### config.mk
export PLATFORM = sky130hd
export DESIGN_NAME = gate_ctrl_flat
export DESIGN_NICKNAME = d
export VERILOG_FILES = /design/src/rtl/lstm_pkg.sv /design/src/rtl/gate_ctrl_if.sv /design/src/rtl/gate_ctrl.sv /design/src/flat_wrapper.sv
export SDC_FILE = /design/constraint.sdc
export NUM_CORES = 1
export LEC_CHECK = 0
export CORE_MARGIN = 5
export CORE_UTILIZATION = 50
export DETAILED_ROUTE_END_ITERATION = 10
export PLACE_DENSITY = 0.83
export SLEW_MARGIN = 20
export SYNTH_ARGS = -nofsm -noshare
export SYNTH_HDL_FRONTEND = slang
export SYNTH_SLANG_ARGS = --single-unit
### constraint.sdc
create_clock -name clk -period 2.43 [get_ports clk]
set_clock_uncertainty 0.15 [all_clocks]
set_input_delay 0.3645 -clock clk [delete_from_list [all_inputs] [get_ports clk]]
set_output_delay 0.3645 -clock clk [all_outputs]
set_load 0.02 [all_outputs]
### src/rtl/lstm_pkg.sv
// Shared constants and state encoding for the LSTM gate datapath and its sequencer.
package lstm_pkg;

    localparam int TILE_W       = 6;
    localparam int DEF_PIPE_LAT = 5;
    localparam int DEF_ACC_LAT  = 1;

    typedef logic [TILE_W-1:0] tile_t;

    typedef enum logic [2:0] {
        S_IDLE,
        S_ISSUE_X,
        S_ISSUE_H,
        S_DRAIN,
        S_BIAS,
        S_WAIT,
        S_DONE
    } gc_state_e;

endpackage

### src/rtl/gate_ctrl_if.sv
// Control bundle between a gate sequencer and its requester / datapath.
interface gate_ctrl_if;
    import lstm_pkg::*;

    logic  start;
    tile_t nx_tiles;
    tile_t nh_tiles;
    logic  busy;
    logic  done;
    tile_t tile_idx;
    logic  mux_mult_sel;
    logic  mux_acc_sel;
    logic  accum_rst;

    modport master (
        output start, nx_tiles, nh_tiles,
        input  busy, done, tile_idx,
        input  mux_mult_sel, mux_acc_sel, accum_rst
    );

    modport slave (
        input  start, nx_tiles, nh_tiles,
        output busy, done, tile_idx,
        output mux_mult_sel, mux_acc_sel, accum_rst
    );

endinterface

### src/rtl/gate_ctrl.sv
// Tile sequencer for one gate: issues x/h tiles, clears and biases the
// accumulator in step with the datapath pipeline, then pulses done.
module gate_ctrl
    import lstm_pkg::*;
#(
    parameter int PIPE_LAT = DEF_PIPE_LAT,
    parameter int ACC_LAT  = DEF_ACC_LAT
) (
    input  logic        clk,
    input  logic        rst,
    gate_ctrl_if.slave  bus
);

    localparam int DLY_W = $clog2(PIPE_LAT + 1);

    localparam tile_t PIPE_M1 = tile_t'(PIPE_LAT - 1);
    localparam tile_t WAIT_M1 = tile_t'((ACC_LAT > 1) ? ACC_LAT - 2 : 0);
    localparam logic [DLY_W-1:0] DLY_INIT = DLY_W'(PIPE_LAT);

    gc_state_e        state_q, state_d;
    tile_t            cnt_q, cnt_d;
    tile_t            nx_q, nx_d;
    tile_t            nh_q, nh_d;
    logic [DLY_W-1:0] dly_q, dly_d;

    logic  busy_q, busy_d;
    logic  done_q, done_d;
    tile_t tile_idx_q, tile_idx_d;
    logic  mult_sel_q, mult_sel_d;
    logic  acc_sel_q, acc_sel_d;
    logic  acc_rst_q, acc_rst_d;

    always_comb begin
        state_d = state_q;
        cnt_d   = cnt_q;
        nx_d    = nx_q;
        nh_d    = nh_q;
        // Counts down from start so the first product sum meets a cleared accumulator.
        dly_d   = (dly_q != '0) ? dly_q - 1'b1 : dly_q;

        unique case (state_q)
            S_IDLE: begin
                if (bus.start) begin
                    nx_d  = bus.nx_tiles;
                    nh_d  = bus.nh_tiles;
                    dly_d = DLY_INIT;
                    if (bus.nx_tiles != '0) begin
                        state_d = S_ISSUE_X;
                        cnt_d   = '0;
                    end else if (bus.nh_tiles != '0) begin
                        state_d = S_ISSUE_H;
                        cnt_d   = '0;
                    end else begin
                        state_d = S_DRAIN;
                        cnt_d   = PIPE_M1;
                    end
                end
            end
            S_ISSUE_X: begin
                if (cnt_q == nx_q - 1'b1) begin
                    if (nh_q != '0) begin
                        state_d = S_ISSUE_H;
                        cnt_d   = '0;
                    end else begin
                        state_d = S_DRAIN;
                        cnt_d   = PIPE_M1;
                    end
                end else begin
                    cnt_d = cnt_q + 1'b1;
                end
            end
            S_ISSUE_H: begin
                if (cnt_q == nh_q - 1'b1) begin
                    state_d = S_DRAIN;
                    cnt_d   = PIPE_M1;
                end else begin
                    cnt_d = cnt_q + 1'b1;
                end
            end
            S_DRAIN: begin
                if (cnt_q == '0) state_d = S_BIAS;
                else             cnt_d   = cnt_q - 1'b1;
            end
            S_BIAS: begin
                if (ACC_LAT > 1) begin
                    state_d = S_WAIT;
                    cnt_d   = WAIT_M1;
                end else begin
                    state_d = S_DONE;
                end
            end
            S_WAIT: begin
                if (cnt_q == '0) state_d = S_DONE;
                else             cnt_d   = cnt_q - 1'b1;
            end
            S_DONE:  state_d = S_IDLE;
            default: state_d = S_IDLE;
        endcase

        // Outputs are registered, so they are decoded from the next state.
        busy_d     = (state_d != S_IDLE);
        done_d     = (state_d == S_DONE);
        mult_sel_d = (state_d == S_ISSUE_H);
        acc_sel_d  = (state_d == S_BIAS);
        acc_rst_d  = (state_d == S_IDLE) || (dly_d != '0);
        tile_idx_d = '0;
        if (state_d == S_ISSUE_X || state_d == S_ISSUE_H) begin
            tile_idx_d = cnt_d;
        end
    end

    always_ff @(posedge clk) begin
        if (rst) begin
            state_q    <= S_IDLE;
            cnt_q      <= '0;
            nx_q       <= '0;
            nh_q       <= '0;
            dly_q      <= '0;
            busy_q     <= 1'b0;
            done_q     <= 1'b0;
            tile_idx_q <= '0;
            mult_sel_q <= 1'b0;
            acc_sel_q  <= 1'b0;
            acc_rst_q  <= 1'b1;
        end else begin
            state_q    <= state_d;
            cnt_q      <= cnt_d;
            nx_q       <= nx_d;
            nh_q       <= nh_d;
            dly_q      <= dly_d;
            busy_q     <= busy_d;
            done_q     <= done_d;
            tile_idx_q <= tile_idx_d;
            mult_sel_q <= mult_sel_d;
            acc_sel_q  <= acc_sel_d;
            acc_rst_q  <= acc_rst_d;
        end
    end

    assign bus.busy         = busy_q;
    assign bus.done         = done_q;
    assign bus.tile_idx     = tile_idx_q;
    assign bus.mux_mult_sel = mult_sel_q;
    assign bus.mux_acc_sel  = acc_sel_q;
    assign bus.accum_rst    = acc_rst_q;

endmodule

### src/flat_wrapper.sv
// flat-port wrapper written by rule: the top's interface ports become plain ports
module gate_ctrl_flat import lstm_pkg::*;
#(
    parameter int PIPE_LAT = DEF_PIPE_LAT,
    parameter int ACC_LAT  = DEF_ACC_LAT
)
  (clk, rst, bus_start, bus_nx_tiles, bus_nh_tiles, bus_busy, bus_done, bus_tile_idx, bus_mux_mult_sel, bus_mux_acc_sel, bus_accum_rst);
  gate_ctrl_if bus_i ();
  input  logic clk;
  input  logic rst;
  input wire logic [$bits(bus_i.start)-1:0] bus_start;
  input wire logic [$bits(bus_i.nx_tiles)-1:0] bus_nx_tiles;
  input wire logic [$bits(bus_i.nh_tiles)-1:0] bus_nh_tiles;
  output wire logic [$bits(bus_i.busy)-1:0] bus_busy;
  output wire logic [$bits(bus_i.done)-1:0] bus_done;
  output wire logic [$bits(bus_i.tile_idx)-1:0] bus_tile_idx;
  output wire logic [$bits(bus_i.mux_mult_sel)-1:0] bus_mux_mult_sel;
  output wire logic [$bits(bus_i.mux_acc_sel)-1:0] bus_mux_acc_sel;
  output wire logic [$bits(bus_i.accum_rst)-1:0] bus_accum_rst;
  assign bus_i.start = bus_start;
  assign bus_i.nx_tiles = bus_nx_tiles;
  assign bus_i.nh_tiles = bus_nh_tiles;
  assign bus_busy = bus_i.busy;
  assign bus_done = bus_i.done;
  assign bus_tile_idx = bus_i.tile_idx;
  assign bus_mux_mult_sel = bus_i.mux_mult_sel;
  assign bus_mux_acc_sel = bus_i.mux_acc_sel;
  assign bus_accum_rst = bus_i.accum_rst;
  gate_ctrl #(.PIPE_LAT(PIPE_LAT), .ACC_LAT(ACC_LAT)) u_core (.clk(clk), .rst(rst), .bus(bus_i));
endmodule
==> metrics.cfg, run 1 <==
[setup_path]
worst_setup_path_start_kind = flip-flop
slowest_stage = o41a_1
cp.arrival_ns = 2.47
cp_max_fo = 3
path_cells = or3_4, o31a_1, o22ai_2, buf_6, nor3_2, o41a_1, o2bb2ai_4, nor2_1
rrSetupSlack_ns = -0.03
regToRegEndpoint = u_core.cnt_q[2]
critPathMaxStageDelay_ns = 0.46
required_ns = 2.44
regToRegStartpoint = u_core.nx_q[1]
cp-end-kind = flip-flop
reg2reg_depth = 8
critPathKind = reg2reg

[die]
chipWidth_microns = 74.80
core_area_sq_um = 4029
rows = 23
dieArea_sq_um = 5595
initial_utilization_pct = 52.11
fp.dieH_microns = 74.80
ios = 26

[final_layout]
drive_gt1_share_pct = 28.80
multiInputGateArea_sq_um = 1468
syn_to_final_growth_pct = 38.62
regArea_sq_um = 714.4
final_common_cell = nand2_1
fin_area_sq_um = 2910
nNetsFinal = 331
diodes = 0
fillers = 292
final_cell_mix = 35 x nand2_1, 31 x buf_4, 28 x nor2_1
layoutNonFillerInstCount = 359

[clock_tree]
cts_buffers = 5
clockRootBuffer = clkbuf_8
clock_latency_ns = 0.29
clk_path_buf_depth = 2
clkSinkCount = 35
cts_tree = built
cts.clk_slew.worst_paths_ns = 0.07
ctsHoldBuffers = 0
cts_max_level = 2

[global_routing]
grt_use_total_pct = 20.73
grt_max_degree = 16
grt_first_pass_wirelength_microns = 8928
grt_pass1_vias = 2077
grt_overflow_total = 0
antenna_found_initial = 0

[sta]
finalSetupViolCount = 2
post-route-min-period_ns = 2.458
relSlewSlack_pct = 64.09
worst_slew_pin_slew_ns = 0.5370
finalHoldViolCount = 0
clock.fmax_ghz = 0.4068
setup_ws_ns = -0.02793
slew_violations = 0
rsz0062_at_grt = true
post-route-period-util_pct = 101.1

[power_and_ir_drop]
peakVddDrop_mv = 0.4829
p_leak_nw = 1.167
report.power.total_w = 0.001589
power_density_nw_per_um2 = 546.0

[synth]
ys_ff_latch = 35
syn_nets = 281
synth-simple-area-share_pct = 26.52
yosys_warnings = 0
ys_seq_area_share_pct = 33.37
synth.area.mux_share_pct = 0.5364
synthArstFlopShare_pct = 0
synth_area_sq_um = 2100
yosysUniqueCellTypes = 56
ys.flop_type = dfxtp_1
synth_xor_area_share_pct = 8.224
syn_area_per_cell_sq_um = 8.138
synth_top_family_by_area = simple AND/OR/NAND/NOR gates
synthAdderAreaFrac_pct = 4.768
synth_edf_count = 0
netlist_instances = 258
synth_compound_gate_area_share_pct = 20.56

[outcome]
outcome = finished, violations left
violations = setup timing

[drt]
vias = 2072
postRouteAntennaNets = 0
drt_iter0_drc = 229
wl_microns = 6021
firstDrtPassIters = 4
drc = 0
viasPerCell = 5.772
wire_per_inst_microns = 16.77

[place]
place.gp.congestion = 0.9201
place_ws_ns = -0.05630
dp_cells = 347
hpwl_microns = 3904
io_buffers = 25
dpl_cell_area_sq_um = 2560

[hold_path]
hold_class = reg2reg
holdPathEnd = u_core.nx_q[5]
min_from = u_core.nx_q[5]
holdPathStages = 2

[flow_run]
drv_cap = 0

cell usage after synthesis (2+ instances only):
library cell	instances	area share, %
a222oi_1	2	0.95
a21oi_1	21	5.0
or3_4	2	1.1
dfxtp_1	35	33
xor2_1	11	4.6
nand2_1	35	6.3
nand4_1	2	0.60
inv_1	13	2.3
nor2b_1	2	0.60
nor3_1	13	3.1
buf_2	5	1.2
xnor2_1	5	2.1
clkbuf_1	8	1.4
a31oi_1	4	1.2
o311ai_1	2	0.83
o21bai_1	2	0.71
o22ai_1	2	0.60
nor2_1	29	5.2
nor4_1	4	1.2
nand3_1	5	1.2
o21ai_0	8	1.9
xnor2_2	2	1.5
nor3b_4	2	1.8
ha_1	8	4.8
and3_1	2	0.60
nand2b_1	4	1.2
cell families after synthesis:
logic type                 after synthesis
adders and majority gates                8
and+or+nand+nor                        108
muxes                                    1
DFF                                     35
xor gates and xnor gates                18
buffers and inverters                   29
AOI/OAI and AO/OA                       59
worst max-delay path by stage:
stage	cells after the start	end	slack, ns	from
after floorplan	9	u_core.bus.tile_idx[5]	0.11	u_core.nh_q[0]
after global placement	8	u_core.cnt_q[2]	-0.04	bus_start
after detailed placement	8	u_core.cnt_q[2]	-0.06	bus_start
after CTS	8	u_core.bus.tile_idx[3]	-0.003	u_core.nx_q[0]
after global routing	8	u_core.cnt_q[3]	-0.10	u_core.nx_q[4]
final	8	u_core.cnt_q[2]	-0.03	u_core.nx_q[1]
cell type report:
type / count / share of cell area [%]
Timing Repair Buffer: 59 / 17.76
Tap cell: 50 / 2.150
Multi-Input combinational cell: 194 / 50.43
Inverter: 13 / 1.677
Sequential cell: 35 / 24.55
Clock buffer: 8 / 3.439
power by group:
group / switching, W / internal (W) / total (W) / leakage, nW
clock network: 0.000208 / 0.000259 / 0.000467 / 0.0515
registers: 0.0000362 / 0.000608 / 0.000645 / 0.290
logic: 0.000252 / 0.000225 / 0.000477 / 0.826
total: 0.000497 / 0.00109 / 0.00159 / 1.17
critical path, delay by kind of cell, from the launching register on:
| kind | cells | cell delay [ns] |
|---|---|---|
| flip-flops | 1 | 0.34 |
| AO/OA/AOI/OAI | 4 | 1.14 |
| AND/OR/NAND/NOR | 3 | 0.54 |
| buffers and inverters | 1 | 0.16 |
registers in the layout, summed over array words and instances (netlist names):
| register | cells |
|---|---|
| u_core.bus.tile_idx | 6 |
| u_core.cnt_q | 6 |
| u_core.nh_q | 6 |
| u_core.nx_q | 6 |
| u_core.dly_q | 3 |
| u_core.state_q | 3 |
| u_core.bus.accum_rst | 1 |
| u_core.bus.busy | 1 |
| u_core.bus.done | 1 |
| u_core.bus.mux_acc_sel | 1 |
| u_core.bus.mux_mult_sel | 1 |
timing repair:
item / CTS / global route
buffers inserted: 1 / 3
endpoints found under the setup margin: 7 / 16
gates cloned: 0 / 0
pin swaps: 0 / 20
endpoints found under the hold margin: 0 / 0
gates resized for setup: 1 / 44
layer usage:
metal | vias up | track usage, % | wire length, microns | part of all wire, %
met2 | 75 | 37.07 | 3104 | 52
met5 | - | 0 | 0 | 0
li1 | 1001 | - | - | -
met3 | 20 | 5.741 | 284 | 4.7
met4 | 0 | 8.893 | 152 | 2.5
met1 | 976 | 22.95 | 2479 | 41
metrics by stage:
stage / hold slack, ns / util (%) / TNS [ns]
after floorplan: 0.2988 / - / 0
after global placement: 0.3122 / 63.54 / -0.08547
after detailed placement: 0.3179 / 63.54 / -0.2061
after CTS: 0.3272 / 66.37 / -0.002593
after global routing: 0.3731 / 72.24 / -0.8052
final: 0.3335 / 72.24 / -0.03567
(Power assumes the default switching activity.)
==> inputs of run 2 (changes only) <==
--- a/config.mk
+++ b/config.mk
@@ -9,6 +9,7 @@
 export CORE_UTILIZATION = 50
 export DETAILED_ROUTE_END_ITERATION = 10
 export PLACE_DENSITY = 0.83
+export SETUP_SLACK_MARGIN = 0.3
 export SLEW_MARGIN = 20
 export SYNTH_ARGS = -nofsm -noshare
 export SYNTH_HDL_FRONTEND = slang
==> metrics.cfg, run 2 (synthesized netlist as in run 1, its figures left out) <==
[clock_tree]
cts.clk_slew.worst_paths_ns = 0.07  ; about the same
clk_path_buf_depth = 2  ; unchanged
clock_latency_ns = 0.29  ; about the same
cts_max_level = 2  ; unchanged
ctsHoldBuffers = 0  ; unchanged
clkSinkCount = 35  ; unchanged
clockRootBuffer = clkbuf_8
cts_buffers = 5  ; unchanged
cts_tree = built

[drt]
wl_microns = 6191  ; +2.8%
drc = 0  ; unchanged
wire_per_inst_microns = 17.25  ; +2.8%
postRouteAntennaNets = 0  ; unchanged
viasPerCell = 5.925  ; +2.7%
drt_iter0_drc = 185  ; -19%
firstDrtPassIters = 5  ; +1
vias = 2127  ; +2.7%

[sta]
post-route-min-period_ns = 2.441  ; -0.01680 ns
relSlewSlack_pct = 64.19  ; +0.11 points
clock.fmax_ghz = 0.4096  ; +0.69%
worst_slew_pin_slew_ns = 0.5346  ; -0.002405 ns
finalHoldViolCount = 0  ; unchanged
rsz0062_at_grt = true
fin_tns_setup_ns = -0.01479  ; +0.02089 ns
finalSetupViolCount = 2  ; unchanged
setup_ws_ns = -0.01113  ; +0.01680 ns
post-route-period-util_pct = 100.5  ; -0.69 points
slew_violations = 0  ; unchanged

[power_and_ir_drop]
p_int_w = 0.001037  ; -5.1%
share_comb_of_total_power_pct = 31.3  ; +1.3 points
p_leak_nw = 1.126  ; -3.5%
peakVddDrop_mv = 0.4701  ; -2.7%
swShare_pct = 32.83  ; +1.6 points
power_density_nw_per_um2 = 538.1  ; -1.4%
pwr-share-seq_pct = 41.8  ; +1.2 points
switchingPower_w = 0.0005067  ; +2.0%
clkPwrFrac_pct = 26.9  ; -2.5 points

[place]
hpwl_microns = 3877  ; -0.70%
io_buffers = 25  ; unchanged
place.gp.congestion = 0.9019  ; -2.0%
place_ws_ns = -0.03866  ; +0.01764 ns

[outcome]
violations = setup timing
outcome = finished, violations left

[final_layout]
regArea_sq_um = 706.9  ; -1.1%
finalCoreUtilization_pct = 71.18  ; -1.1 points
final_common_cell = nand2_1
syn_to_final_growth_pct = 36.59
fillers = 305  ; +4.5%
diodes = 0  ; unchanged
final_cell_mix = 35 x nand2_1, 34 x buf_4, 30 x dfxtp_1
drive_gt1_share_pct = 27.51  ; -1.3 points
nNetsFinal = 331  ; unchanged
multiInputGateArea_sq_um = 1463  ; -0.34%

[die]
chipWidth_microns = 74.80  ; unchanged
ios = 26  ; unchanged
dieArea_sq_um = 5595  ; unchanged
fp.dieH_microns = 74.80  ; unchanged
rows = 23  ; unchanged
initial_utilization_pct = 52.11  ; unchanged
core_area_sq_um = 4029  ; unchanged

[flow_run]
drv_cap = 0  ; unchanged

[setup_path]
reg2reg_depth = 9  ; +1
cp-end-kind = flip-flop
cp.arrival_ns = 2.46  ; about the same
critPathKind = reg2reg
required_ns = 2.45  ; about the same
cp_max_fo = 8  ; +5
worst_setup_path_start_kind = flip-flop

[global_routing]
grt_overflow_total = 0  ; unchanged
grt_first_pass_wirelength_microns = 9680  ; +8.4%
antenna_found_initial = 0  ; unchanged
grt_max_degree = 19  ; +3
grt_pass1_vias = 2119  ; +2.0%
grt_use_total_pct = 22.43  ; +1.7 points

[hold_path]
holdPathStages = 2  ; unchanged
hold_class = reg2reg

-- run 2: cell types whose count changed in the layout (fill, tap and decap cells not counted), sizes merged --
cell / change
clkinv: +1
clkbuf: -1
-- run 2: power groups by stage --
stage	clock network, W	logic, W	registers, W
2_1_floorplan	0	0.000265	0.000650
3_3_place_gp	0	0.000364	0.000651
3_5_place_dp	0	0.000377	0.000652
4_1_cts	0.000412	0.000429	0.000640
5_1_grt	0.000445	0.000523	0.000648
6_report	0.000415	0.000483	0.000645
-- run 2: final timing paths --
kind / start / end / slack, ns
min reg2reg: u_core.nx_q[0] / u_core.nx_q[0] / 0.36
min: u_core.nx_q[0] / u_core.nx_q[0] / 0.36
max reg2reg: u_core.cnt_q[4] / u_core.state_q[0] / -0.01
max: u_core.cnt_q[4] / u_core.state_q[0] / -0.01
-- run 2: layout make-up --
class | count | share of cell area (%)
clock buffers | 7 | 2.661
clock inverters | 1 | 0.1745
inverters | 13 | 1.702
multi-input cells | 194 | 51.00
flip-flops and latches | 35 | 24.65
well taps | 50 | 2.182
repair buffers | 59 | 17.63
-- run 2: through the flow --
stage / hold WS (ns) / power [W] / instance area [sq um] / cells
6_report: 0.3577 / 0.001543 / 2868 / 359
5_1_grt: 0.3739 / 0.001616 / 2868 / 359
4_1_cts: 0.3231 / 0.001481 / 2733 / 352
3_5_place_dp: 0.3132 / 0.001029 / 2526 / 337
3_3_place_gp: 0.3105 / 0.001015 / 2526 / 337
2_1_floorplan: 0.2988 / 0.0009147 / 2141 / 258
-- run 2: repair_timing --
item / 4_1_cts / 5_1_grt
gates resized for setup: 12 / 16
pin swaps: 10 / 13
setup buffers: 7 / 7
endpoints found under the setup margin: 18 / 19
-- run 2: critical path, cell delays in order (launching register included) --
cell and delay [ns]:
dfxtp_2 0.42, buf_4 0.16, xor2_2 0.24, o211a_1 0.20, o21ai_1 0.12, o31ai_4 0.33
nor3b_4 0.37, buf_4 0.19, buf_4 0.10, nor2_1 0.03
-- run 2: routing by layer --
layer | global-route usage, % | wire length, microns | vias to the layer above
met4 | 10.67 | 220 | 0
met2 | 38.54 | 3091 | 91
met5 | 0 | 0 | -
li1 | - | - | 1000
met1 | 25.92 | 2417 | 1010
met3 | 5.874 | 462 | 26
==> inputs of run 3 (changes only) <==
--- a/config.mk
+++ b/config.mk
@@ -9,7 +9,7 @@
 export CORE_UTILIZATION = 50
 export DETAILED_ROUTE_END_ITERATION = 10
 export PLACE_DENSITY = 0.83
-export SETUP_SLACK_MARGIN = 0.3
+export SETUP_SLACK_MARGIN = 0.4
 export SLEW_MARGIN = 20
 export SYNTH_ARGS = -nofsm -noshare
 export SYNTH_HDL_FRONTEND = slang
==> metrics.cfg, run 3 (synthesized netlist as in run 1, its figures left out) <==
[die]
fp.dieH_microns = 74.80  ; unchanged
core_area_sq_um = 4029  ; unchanged
rows = 23  ; unchanged
chipWidth_microns = 74.80  ; unchanged
initial_utilization_pct = 52.11  ; unchanged
dieArea_sq_um = 5595  ; unchanged
ios = 26  ; unchanged

[flow_run]
drv_cap = 0  ; unchanged

[place]
dpl_cell_area_sq_um = 2519  ; -0.30%
dp_cells = 335  ; -0.59%
place_ws_ns = -0.01304  ; +0.02562 ns
hpwl_microns = 3851  ; -0.66%
place.gp.congestion = 0.9071  ; +0.58%
io_buffers = 25  ; unchanged

[drt]
postRouteAntennaNets = 0  ; unchanged
wire_per_inst_microns = 18.09  ; +4.9%
viasPerCell = 6.125  ; +3.4%
vias = 2199  ; +3.4%
wl_microns = 6495  ; +4.9%
firstDrtPassIters = 5  ; unchanged
drc = 0  ; unchanged
drt_iter0_drc = 296  ; +60%

[sta]
finalSetupViolCount = 8  ; +6
setup_ws_ns = -0.07343  ; -0.06230 ns
worst_slew_pin_slew_ns = 0.5644  ; +0.02981 ns
finalHoldViolCount = 0  ; unchanged
post-route-min-period_ns = 2.503  ; +0.06230 ns
post-route-period-util_pct = 103.0  ; +2.6 points
clock.fmax_ghz = 0.3995  ; -2.5%
rsz0062_at_grt = true
relSlewSlack_pct = 62.20  ; -2.0 points
hold_slack_ns = 0.3299  ; -0.02776 ns
slew_violations = 0  ; unchanged

[outcome]
violations = setup timing
outcome = finished, violations left

[clock_tree]
cts.clk_slew.worst_paths_ns = 0.07  ; about the same
clk_path_buf_depth = 2  ; unchanged
cts_buffers = 5  ; unchanged
clkSinkCount = 35  ; unchanged
clockRootBuffer = clkbuf_8
cts_max_level = 2  ; unchanged
cts_tree = built
clock_latency_ns = 0.29  ; about the same

[global_routing]
grt_overflow_total = 0  ; unchanged
grt_max_degree = 19  ; unchanged
antenna_found_initial = 0  ; unchanged
grt_first_pass_wirelength_microns = 9515  ; -1.7%
grt_pass1_vias = 2047  ; -3.4%
grt_use_total_pct = 22.56  ; +0.13 points

[final_layout]
nNetsFinal = 331  ; unchanged
fin_area_sq_um = 2969  ; +3.5%
final_cell_mix = 35 x nand2_1, 28 x dfxtp_1, 27 x nor2_1, 27 x buf_4, 25 x clkdlybuf4s50_1
drive_gt1_share_pct = 29.77  ; +2.3 points
fillers = 252  ; -17%
final_common_cell = nand2_1
layoutNonFillerInstCount = 359  ; unchanged
diodes = 0  ; unchanged
syn_to_final_growth_pct = 41.42

[power_and_ir_drop]
p_leak_nw = 1.159  ; +2.9%
power_density_nw_per_um2 = 550.2  ; +2.2%
peakVddDrop_mv = 0.5164  ; +9.8%

[hold_path]
hold_class = reg2reg

[setup_path]
worst_setup_path_start_kind = flip-flop
cp_max_fo = 3  ; -5
cp-end-kind = flip-flop
critPathKind = reg2reg
required_ns = 2.45  ; about the same
cp.arrival_ns = 2.52  ; +0.06 ns

[run 3: cell count changes in the layout (fill, tap and decap cells not counted), sizes merged]
cell    change
clkinv      -1
clkbuf      +1
[run 3: area by class of cell]
class                           count  area [sq um]  share of cell area [%]
Multi-Input combinational cell    194          1505                   50.70
Sequential cell                    35         711.9                   23.98
Timing Repair Buffer               59         540.5                   18.20
Clock buffer                        8         100.1                   3.371
Tap cell                           50         62.56                   2.107
Inverter                           13         48.80                   1.643
[run 3: path summary, 6_finish.rpt]
path | startpoint | end | slack [ns] | cells after the start
max | u_core.nx_q[1] | u_core.cnt_q[3] | -0.07 | 9
min | u_core.nx_q[1] | u_core.nx_q[1] | 0.33 | 2
max reg2reg | u_core.nx_q[1] | u_core.cnt_q[3] | -0.07 | 9
min reg2reg | u_core.nx_q[1] | u_core.nx_q[1] | 0.33 | 2
[run 3: power by group]
group          total (W)  internal (W)  switching (W)
clock           0.000463      0.000259       0.000205
sequential      0.000647      0.000608      0.0000386
combinational   0.000523      0.000248       0.000275
[run 3: worst max-delay path, stage by stage (launching register included)]
cell and delay (ns):
dfxtp_2 0.33, or3_4 0.44, nor4_4 0.20, o22ai_4 0.14, buf_6 0.14, o311ai_4 0.25
a21oi_2 0.14, a222oi_1 0.36, buf_4 0.18, nor2_1 0.04
[run 3: metrics by stage]
step | total power (W) | util [%] | setup TNS, ns
3_5_place_dp | 0.001028 | 62.52 | -0.03690
2_1_floorplan | 0.0009174 | - | 0
4_1_cts | 0.001583 | 70.75 | 0
3_3_place_gp | 0.001012 | 62.52 | 0
5_1_grt | 0.001708 | 73.70 | -1.331
6_report | 0.001634 | 73.70 | -0.3047
[run 3: repair_timing]
| action | CTS | global route |
|---|---|---|
| gates resized for setup | 26 | 17 |
| cloned | 0 | 0 |
| setup buffers | 12 | 4 |
| hold buffers | 0 | 0 |
| endpoints found under the setup margin | 19 | 19 |
| pin swaps | 11 | 9 |
[run 3: layer usage]
layer	up-vias	routed length (microns)	global-route usage (%)
met5	-	0	0
met1	1041	2487	26.61
li1	999	-	-
met2	121	3210	37.95
met4	0	324	11.66
met3	38	473	5.474
